## src/rtl/serial_subtractor_pkg.sv

```systemverilog
// ---------------------------------------------------------------------------
// serial_subtractor_pkg
//
// Purpose:
//   Shared definitions for the bit-serial subtractor slice. This holds the
//   controller state set, its legacy-compatible 2-bit constants, and the
//   default operand width.
//
// Contents:
//   state_e   - symbolic controller states (IDLE, RUN, DONE)
//   ST_IDLE   - 2-bit constant for IDLE
//   ST_RUN    - 2-bit constant for RUN
//   ST_DONE   - 2-bit constant for DONE
//   SUB_W     - default operand/result width (8)
//   sub_ref   - helper returning (x - y) mod 2^SUB_W together with the borrow
// ---------------------------------------------------------------------------
package serial_subtractor_pkg;

  // Symbolic controller states. The encoding is fixed because older blocks
  // decode the raw 2-bit value directly.
  typedef enum logic [1:0] {
    IDLE = 2'd0,
    RUN  = 2'd1,
    DONE = 2'd2
  } state_e;

  // Plain-vector versions of the states. The controller stores its state
  // in a logic vector, which keeps it compatible with legacy decoders.
  localparam logic [1:0] ST_IDLE = 2'(IDLE);
  localparam logic [1:0] ST_RUN  = 2'(RUN);
  localparam logic [1:0] ST_DONE = 2'(DONE);

  // Default operand and result width of the arithmetic library subtractor.
  localparam int SUB_W = 8;

  // Word-level reference for a SUB_W-bit unsigned subtraction. Bit SUB_W of
  // the return value is the borrow-out, and the low bits are the difference.
  function automatic logic [SUB_W:0] sub_ref(input logic [SUB_W-1:0] x,
                                             input logic [SUB_W-1:0] y);
    return {1'b0, x} - {1'b0, y};
  endfunction

endpackage

```

## src/rtl/serial_subtractor_if.sv

```systemverilog
// ---------------------------------------------------------------------------
// serial_subtractor_if
//
// Purpose:
//   Bundles the start/done handshake and operand/result bus of the
//   bit-serial subtractor. The clock and reset stay as plain ports on the
//   modules.
//
// Parameters:
//   W       - operand and result width in bits (W >= 2)
//
// Signals:
//   start   - request, sampled by the subtractor only while idle
//   a       - minuend, captured on the accepted start edge
//   b       - subtrahend, captured on the accepted start edge
//   busy    - high while an operation is in flight (RUN or DONE)
//   done    - one-cycle pulse when diff/borrow hold a fresh result
//   diff    - registered result, (a - b) mod 2^W
//   borrow  - registered final borrow-out, 1 iff a < b (unsigned)
//
// Modports:
//   master  - requester side (drives start/a/b)
//   slave   - subtractor side (drives busy/done/diff/borrow)
// ---------------------------------------------------------------------------
interface serial_subtractor_if #(
  parameter int W = serial_subtractor_pkg::SUB_W
);

  logic         start;
  logic [W-1:0] a;
  logic [W-1:0] b;
  logic         busy;
  logic         done;
  logic [W-1:0] diff;
  logic         borrow;

  modport master (
    output start,
    output a,
    output b,
    input  busy,
    input  done,
    input  diff,
    input  borrow
  );

  modport slave (
    input  start,
    input  a,
    input  b,
    output busy,
    output done,
    output diff,
    output borrow
  );

endinterface

```

## src/rtl/serial_subtractor_full_sub.sv

```systemverilog
// ---------------------------------------------------------------------------
// full_sub
//
// Purpose:
//   A combinational 1-bit full subtractor cell. It is built from gate
//   primitives in the same way as the library's half/full adder cells.
//   The cell computes x - y - bin.
//
// Ports:
//   x     input   minuend bit
//   y     input   subtrahend bit
//   bin   input   borrow-in
//   d     output  difference bit, x ^ y ^ bin
//   bout  output  borrow-out, (~x & y) | (~(x ^ y) & bin)
// ---------------------------------------------------------------------------
module full_sub (
  input  logic x,
  input  logic y,
  input  logic bin,
  output logic d,
  output logic bout
);

  logic x_xor_y;
  logic x_n;
  logic xy_eq;
  logic gen_borrow;
  logic prop_borrow;

  // The difference bit is the three-way parity of the inputs.
  xor g_xy   (x_xor_y, x, y);
  xor g_d    (d, x_xor_y, bin);

  // A borrow is generated when x=0 and y=1. An incoming borrow passes
  // through when x and y are equal.
  not g_xn   (x_n, x);
  and g_gen  (gen_borrow, x_n, y);
  not g_eq   (xy_eq, x_xor_y);
  and g_prop (prop_borrow, xy_eq, bin);
  or  g_bout (bout, gen_borrow, prop_borrow);

endmodule

```

## src/rtl/serial_subtractor.sv

```systemverilog
// ---------------------------------------------------------------------------
// serial_subtractor
//
// Purpose:
//   A bit-serial W-bit unsigned subtractor that computes diff = a - b,
//   least significant bit first, one bit per clock. The datapath uses a
//   single full_sub cell and a borrow flop. Two operand shift registers
//   feed the cell, and a result shift register collects the difference
//   bits. This block is the low-area alternative to a parallel
//   ripple-borrow subtractor.
//
// Timing:
//   The start request is accepted at edge E0. RUN then lasts W cycles, and
//   done is high in the single cycle after edge E0+W. One operation is
//   completed every W+2 cycles.
//
// Parameters:
//   W       - operand and result width in bits (W >= 2)
//
// Ports:
//   clk     input   rising-edge clock
//   rst     input   synchronous, active-high reset (wins over start)
//   bus     slave   handshake/operand/result bundle (see serial_subtractor_if)
// ---------------------------------------------------------------------------
module serial_subtractor
  import serial_subtractor_pkg::*;
#(
  parameter int W = SUB_W
) (
  input  logic                  clk,
  input  logic                  rst,
  serial_subtractor_if.slave    bus
);

  // The counter only has to reach W-1, so $clog2(W) bits are enough and it
  // never wraps inside an operation. Clamp to one bit so the code stays legal.
  localparam int CW = (W > 2) ? $clog2(W) : 1;
  localparam logic [CW-1:0] LAST_BIT = CW'(W - 1);

  logic [1:0]    state;
  logic [W-1:0]  sa;
  logic [W-1:0]  sb;
  logic [W-1:0]  sr;
  logic          br;
  logic [CW-1:0] cnt;
  logic [W-1:0]  diff_q;
  logic          borrow_q;

  logic          cell_d;
  logic          cell_bout;

  // The only arithmetic in the datapath. It always looks at the current LSBs
  // of the operand shift registers and at the running borrow.
  full_sub u_cell (
    .x    (sa[0]),
    .y    (sb[0]),
    .bin  (br),
    .d    (cell_d),
    .bout (cell_bout)
  );

  // Controller and datapath registers.
  //
  // IDLE loads fresh operands on start. RUN retires one bit per cycle. On
  // the W-th RUN cycle the completed word, including the bit being produced
  // at that edge, goes straight into the output register. Because of this,
  // diff and borrow only move on the edge that enters DONE. A partial result
  // therefore never shows, and reset clears everything, including the
  // outputs.
  always_ff @(posedge clk) begin
    if (rst) begin
      state    <= ST_IDLE;
      sa       <= '0;
      sb       <= '0;
      sr       <= '0;
      br       <= 1'b0;
      cnt      <= '0;
      diff_q   <= '0;
      borrow_q <= 1'b0;
    end else begin
      case (state)
        ST_IDLE: begin
          if (bus.start) begin
            sa    <= bus.a;
            sb    <= bus.b;
            br    <= 1'b0;
            cnt   <= '0;
            state <= ST_RUN;
          end
        end

        ST_RUN: begin
          sa  <= {1'b0, sa[W-1:1]};
          sb  <= {1'b0, sb[W-1:1]};
          sr  <= {cell_d, sr[W-1:1]};
          br  <= cell_bout;
          cnt <= cnt + 1'b1;
          if (cnt == LAST_BIT) begin
            diff_q   <= {cell_d, sr[W-1:1]};
            borrow_q <= cell_bout;
            state    <= ST_DONE;
          end
        end

        ST_DONE: begin
          state <= ST_IDLE;
        end

        default: begin
          state <= ST_IDLE;
        end
      endcase
    end
  end

  // Status outputs are decoded directly from the state register. This
  // keeps done free of glitches and guarantees it is low in IDLE and RUN.
  // start is ignored while busy, so the request side needs no queue.
  assign bus.busy   = (state != ST_IDLE);
  assign bus.done   = (state == ST_DONE);
  assign bus.diff   = diff_q;
  assign bus.borrow = borrow_q;

endmodule
```

## src/flat_wrapper.sv

```systemverilog
// flat-port wrapper written by rule: the top's interface ports become plain ports
module serial_subtractor_flat import serial_subtractor_pkg::*;
#(
  parameter int W = SUB_W
)
  (clk, rst, bus_start, bus_a, bus_b, bus_busy, bus_done, bus_diff, bus_borrow);
  serial_subtractor_if #(.W(W)) bus_i ();
  input  logic clk;
  input  logic rst;
  input wire logic [$bits(bus_i.start)-1:0] bus_start;
  input wire logic [$bits(bus_i.a)-1:0] bus_a;
  input wire logic [$bits(bus_i.b)-1:0] bus_b;
  output wire logic [$bits(bus_i.busy)-1:0] bus_busy;
  output wire logic [$bits(bus_i.done)-1:0] bus_done;
  output wire logic [$bits(bus_i.diff)-1:0] bus_diff;
  output wire logic [$bits(bus_i.borrow)-1:0] bus_borrow;
  assign bus_i.start = bus_start;
  assign bus_i.a = bus_a;
  assign bus_i.b = bus_b;
  assign bus_busy = bus_i.busy;
  assign bus_done = bus_i.done;
  assign bus_diff = bus_i.diff;
  assign bus_borrow = bus_i.borrow;
  serial_subtractor #(.W(W)) u_core (.clk(clk), .rst(rst), .bus(bus_i));
endmodule
```

## config.mk

```make
export PLATFORM = sky130hd
export DESIGN_NAME = serial_subtractor_flat
export DESIGN_NICKNAME = d
export VERILOG_FILES = /design/src/rtl/serial_subtractor_pkg.sv /design/src/rtl/serial_subtractor_if.sv /design/src/rtl/serial_subtractor_full_sub.sv /design/src/rtl/serial_subtractor.sv /design/src/flat_wrapper.sv
export SDC_FILE = /design/constraint.sdc
export NUM_CORES = 1
export LEC_CHECK = 0
export CORE_MARGIN = 2
export CORE_UTILIZATION = 48
export CTS_BUF_LIST = sky130_fd_sc_hd__clkbuf_4 sky130_fd_sc_hd__clkbuf_8
export CTS_CLUSTER_DIAMETER = 80
export DETAILED_ROUTE_END_ITERATION = 8
export PLACE_DENSITY = 0.78
export SLEW_MARGIN = 20
export SYNTH_ARGS = -nofsm -noshare
export SYNTH_HDL_FRONTEND = slang
export SYNTH_SLANG_ARGS = --single-unit
```

## constraint.sdc

```tcl
create_clock -name clk -period 1.4 [get_ports clk]
set_clock_uncertainty 0.05 [all_clocks]
set_input_delay 0.42 -clock clk [delete_from_list [all_inputs] [get_ports clk]]
set_output_delay 0.42 -clock clk [all_outputs]
set_load 0.01 [all_outputs]
```

Yosys cells after proc, flatten, opt, wreduce, memory -nomap -nowiden
Index checks and enable logic that the tools add are counted.

Add/sub/neg operators: 1. Eq/ne operators: 5. Bitwise gates (word level): 7. Reductions and logical operators: 6. Mux-type cells: 11.

Operator list (number): $pmux 8 s2 (2); $mux 8 (2); $pmux 3 s2 (1); $reduce_and 2->1 (3); $mux 2 (2); $pmux 2 s2 (1); $reduce_bool 2->1 (2); $add 3x1->3 const B (1); $eq 3x3->1 const B (1); $mux 3 (1); $and 1x1->1 (2); $eq 2x1->1 const B (1); $eq 2x2->1 const B (1); $logic_not 2->1 (1); $ne 2x1->1 const B (1); $ne 2x2->1 const B (1); $not 1->1 (2); $pmux 1 s2 (1); $xor 1x1->1 (2); $mux 1 (1); $or 1x1->1 (1).

Bits of input ports: 19. Word-level logic and storage cells: 38. Output and inout port bits: 11. Flip-flop bits (word level): 39.

Logic depth before layout (Yosys ltp)
Word-level depth: 5. Gate-level depth with buffers: 6. Mapped depth without buffers: 5.

Cells and area by module
From an unflattened synthesis, not the netlist that was laid out.

Cell total of the unflattened synthesis: 174. Area total of the unflattened synthesis: 1621.6 µm².

Modules (own cells, without submodules): serial_subtractor (seq. area each 760.7 µm², area an instance 1590.3 µm², instances 1, cells an instance 170); full_sub (seq. area each 0.0 µm², area an instance 31.3 µm², instances 1, cells an instance 4).

Least setup slack after synthesis
OpenSTA, ideal clock, no wires.

Path kind: input -> register. From: in bus_start. To: reg u_core.sa[3]. Data arrival time: 1.221 ns. Setup slack: 0.012 ns. Required time: 1.233 ns. Setup time: 0.117 ns. Stages: 5. Path buffers: 2. Cell sequence: or3b_1 buf_2 buf_6 o221ai_2 nor2_1.

Cells in the longest elaborated chain, start to end: 2.

RTL lines: start: declaration (line flat_wrapper.sv:10) `input wire logic [$bits(bus_i.start)-1:0] bus_start;`; $ne 2x2->1 (no line); $reduce_and 2->1 (no line); end signal: assignment (line serial_subtractor.sv:84) `sa <= bus.a;`; end signal: assignment (line serial_subtractor.sv:93) `sa <= {1'b0, sa[W-1:1]};`; end: declaration (line serial_subtractor.sv:41) `logic [W-1:0] sa;`.

Every way passes these cells. A chain may end at the register's enable or synchronous reset.

Worst setup path in the final report
From: reg u_core.state[1]. To: out bus_busy.

Cells in the longest elaborated chain, start to end: 1.

RTL lines: start: declaration (line serial_subtractor.sv:40) `logic [1:0] state;`; start signal: assignment (line serial_subtractor.sv:72) `state <= ST_IDLE;`; start signal: assignment (line serial_subtractor.sv:88) `state <= ST_RUN;`; start signal: assignment (line serial_subtractor.sv:101) `state <= ST_DONE;`; $reduce_bool 2->1 (line serial_subtractor.sv:119) `assign bus.busy = (state != ST_IDLE);`; end: declaration (line flat_wrapper.sv:13) `output wire logic [$bits(bus_i.busy)-1:0] bus_busy;`.

Every way passes these cells.

==> flow_metrics.py <==
metrics = {
    "run_status": {
        "status": "finished, violations left",
        "violations": "negative setup slack",
    },
    "cells_and_area": {
        "areaGrowthSynthToFinish_pct": 35.57,
        "multi_input_area_um2": 764.5,
        "utilization": 0.6894,
        "drive_above_1_share": 0.3070,
        "layout.cells.non_filler": 259,
        "regArea_um2": 772.0,
        "fin_nets": 238,
        "final_cell_area_mm2": 0.002122,
        "antenna_cells": 0,
        "fillerInstances": 254,
    },
    "floorplan": {
        "dieWidth_um": 61.11,
        "num_rows": 20,
        "initial_core_util": 0.5085,
        "core_area_mm2": 0.003078,
        "die_h_um": 61.11,
        "pin_count": 30,
        "die-area_mm2": 0.003734,
    },
    "clock_tree": {
        "cts_tree": "done",
        "clk_latency_ns": 0.34,
        "cts_buffers": 5,
        "cts_hold_buf": 0,
        "htree_levels": 2,
        "ctsRootBufferMaster": "clkbuf_4",
        "clock-sinks": 38,
        "clk_pin_slew_ns": 0.10,
        "cts_buffer_depth": 2,
    },
    "global_route": {
        "first_global_vias": 1327,
        "grt_pass1_wl_mm": 5.754,
        "grtUsageTotal": 0.2130,
        "overflow": 0,
        "grt_antenna_before_repair": 0,
        "grt_max_degree": 16,
    },
    "worst_setup_path": {
        "worst-setup-path-type": "reg -> out",
        "crit_arrival_ns": 1.03,
        "critPathRequiredTime_ns": 0.93,
        "crit_path_end_kind": "output port",
        "cp_max_fo": 3,
        "cp-startpoint": "u_core.state[1]",
        "timing.rr.start": "u_core.state[1]",
        "cp-start-kind": "register",
    },
    "synthesis": {
        "yosysTopAreaCell": "dfxtp_1",
        "synth_compound_area_frac": 0.2174,
        "synthArstFlopShare": 0,
        "mappedNetlistArea_mm2": 0.001565,
        "seq_area_frac_synth": 0.4860,
        "netlist_top_cells_area": "dfxtp_1 (49%), o221ai_2 (9.6%), nor2_1 (7.7%), a21oi_1 (6.1%), nand2_1 (5.3%)",
        "synth.distinct_cells": 27,
        "yosys-top-cells-count": "dfxtp_1 (38), nor2_1 (32), nand2_1 (22)",
        "synth_top_family_by_area": "compound AO/OA/AOI/OAI gates",
        "yosysWarnings": 0,
        "yosys_register_bits": 38,
        "synth_top_area_frac": 0.4860,
        "synthCells": 174,
        "synth_nets": 196,
        "ys.flop_type": "dfxtp_1",
        "synthMuxAreaShare": 0.01279,
        "synth_most_common_cell": "dfxtp_1",
        "synthSimpleGateAreaFrac": 0.1982,
        "synthAdderAreaFrac": 0.02878,
        "syn_avg_cell_area_um2": 8.996,
        "synth_xor_area_frac": 0,
        "synth_edf_count": 0,
    },
    "power_and_ir_drop": {
        "leakage_nw": 0.7993,
        "cellPowerDensity_mw_per_mm2": 967.2,
        "vdd_drop_max_uv": 703.3,
    },
    "sta": {
        "hold_viol_final": 0,
        "tns_ns": -0.9087,
        "drv_slew": 0,
        "max_freq_ghz": 0.6677,
        "grt_setup_unrepaired": "true",
        "setup_violations": 16,
        "layout_setup_ws_ns": -0.09768,
        "min_period_ns": 1.498,
        "max_slew.worst_pin.slew_ns": 0.2582,
        "period_share": 1.070,
        "maxSlewHeadroom": 0.8279,
    },
    "route": {
        "detail-route-antenna-nets": 0,
        "drt-total-wl_mm": 3.639,
        "drtPass1Iterations": 4,
        "drt_iter0_drc": 71,
        "routed_via_density": 5.355,
        "drc": 0,
        "num_vias": 1387,
        "post_drt_wl_per_cell_um": 14.05,
    },
    "min_path": {
        "min_path_type": "reg -> reg",
        "hold_start": "u_core.bus.diff[3]",
    },
    "placed_design": {
        "gp_congestion": 0.7607,
        "hpwl_mm": 2.574,
        "port_buffers": 29,
        "dpl_cell_area_mm2": 0.001962,
        "dpl.cell_count": 248,
    },
    "run": {
        "maxCapViolCount": 0,
    },
}
==> layout make-up <==
cell class              count  share of cell area
flip-flops and latches     38              0.3638
multi-input cells         118              0.3603
repair buffers             49              0.2187
well taps                  44             0.02594
clock buffers               6             0.02417
inverters                   4            0.007075
==> worst max-delay path, stage by stage, from the launching register on <==
cell and delay [ns]:
dfxtp_2 0.33, or2_4 0.24, buf_6 0.12
==> cells in the final DEF, fill, tap and decap left out <==
master,Yosys,final
a21oi_1,19,19
a22oi_1,2,2
a2bb2oi_1,1,1
a311oi_1,1,1
buf_12,0,1
buf_16,0,1
buf_2,5,5
buf_4,2,13
buf_6,1,5
buf_8,0,1
clkbuf_2,0,2
clkbuf_4,0,5
clkbuf_8,0,1
clkdlybuf4s15_2,0,3
clkdlybuf4s50_1,0,17
dfxtp_1,38,29
dfxtp_2,0,9
dlygate4sd2_1,0,1
fa_1,1,1
ha_1,2,1
ha_2,0,1
inv_1,4,4
mux2i_1,2,2
nand2_1,22,22
nand2b_1,1,1
nand3_1,8,8
nand3b_1,3,3
nor2_1,32,32
nor2b_1,3,1
nor2b_2,0,2
nor3_1,1,1
o21ai_0,2,2
o21ba_2,1,1
o21bai_1,1,1
o221ai_2,10,13
o221ai_4,0,1
or2_4,0,1
or3b_4,0,1
==> path summary, 6_finish.rpt <==
kind / endpoint / slack [ns] / cells past startpoint
max: bus_busy / -0.1 / 2
min: u_core.bus.diff[3] / 0.41 / 2
max reg2reg: u_core.sb[2] / -0.07 / 5
min reg2reg: u_core.bus.diff[3] / 0.41 / 2
==> metrics by stage <==
step           setup slack [ns]  power (mW)  hold WS (ns)
6_report               -0.09768       2.052        0.4084
5_1_grt                 -0.1348       2.142        0.4319
4_1_cts                 -0.1170       2.057        0.4187
3_5_place_dp            -0.4730       1.471        0.4038
3_3_place_gp            -0.4382       1.454        0.3899
2_1_floorplan           0.01168       1.350        0.3866
==> what timing repair did <==
action / 4_1_cts / 5_1_grt
setup endpoints to repair: 33 / 42
gates cloned: 1 / 0
gates resized for setup: 49 / 18
pin swaps: 3 / 7
buffers inserted: 4 / 0
==> metal layers <==
layer	track usage	up-vias	routed length [um]
met5	0	-	0
met4	0.1025	0	64
met3	0.06092	8	156
met2	0.3556	32	1900
met1	0.2513	660	1518
li1	-	687	-
==> flip-flops by register name (all words and copies together), names as in the netlist <==
signal	count
u_core.cnt	3
u_core.bus.diff	8
u_core.sa	8
u_core.br	1
u_core.bus.borrow	1
u_core.state	2
u_core.sr	7
u_core.sb	8
==> logic make-up (layout without fill, tap and decap cells) <==
kind of cell | Yosys count | after routing
simple gates | 72 | 72
compound gates | 41 | 41
flops | 38 | 38
buf+inv | 18 | 59
fa+ha+maj | 3 | 3
mux | 2 | 2
==> power breakdown <==
part / switching [mW] / internal [mW]
clock network: 0.331 / 0.226
registers: 0.0373 / 1.13
logic: 0.152 / 0.176
Power figures use the tool's default switching activity.
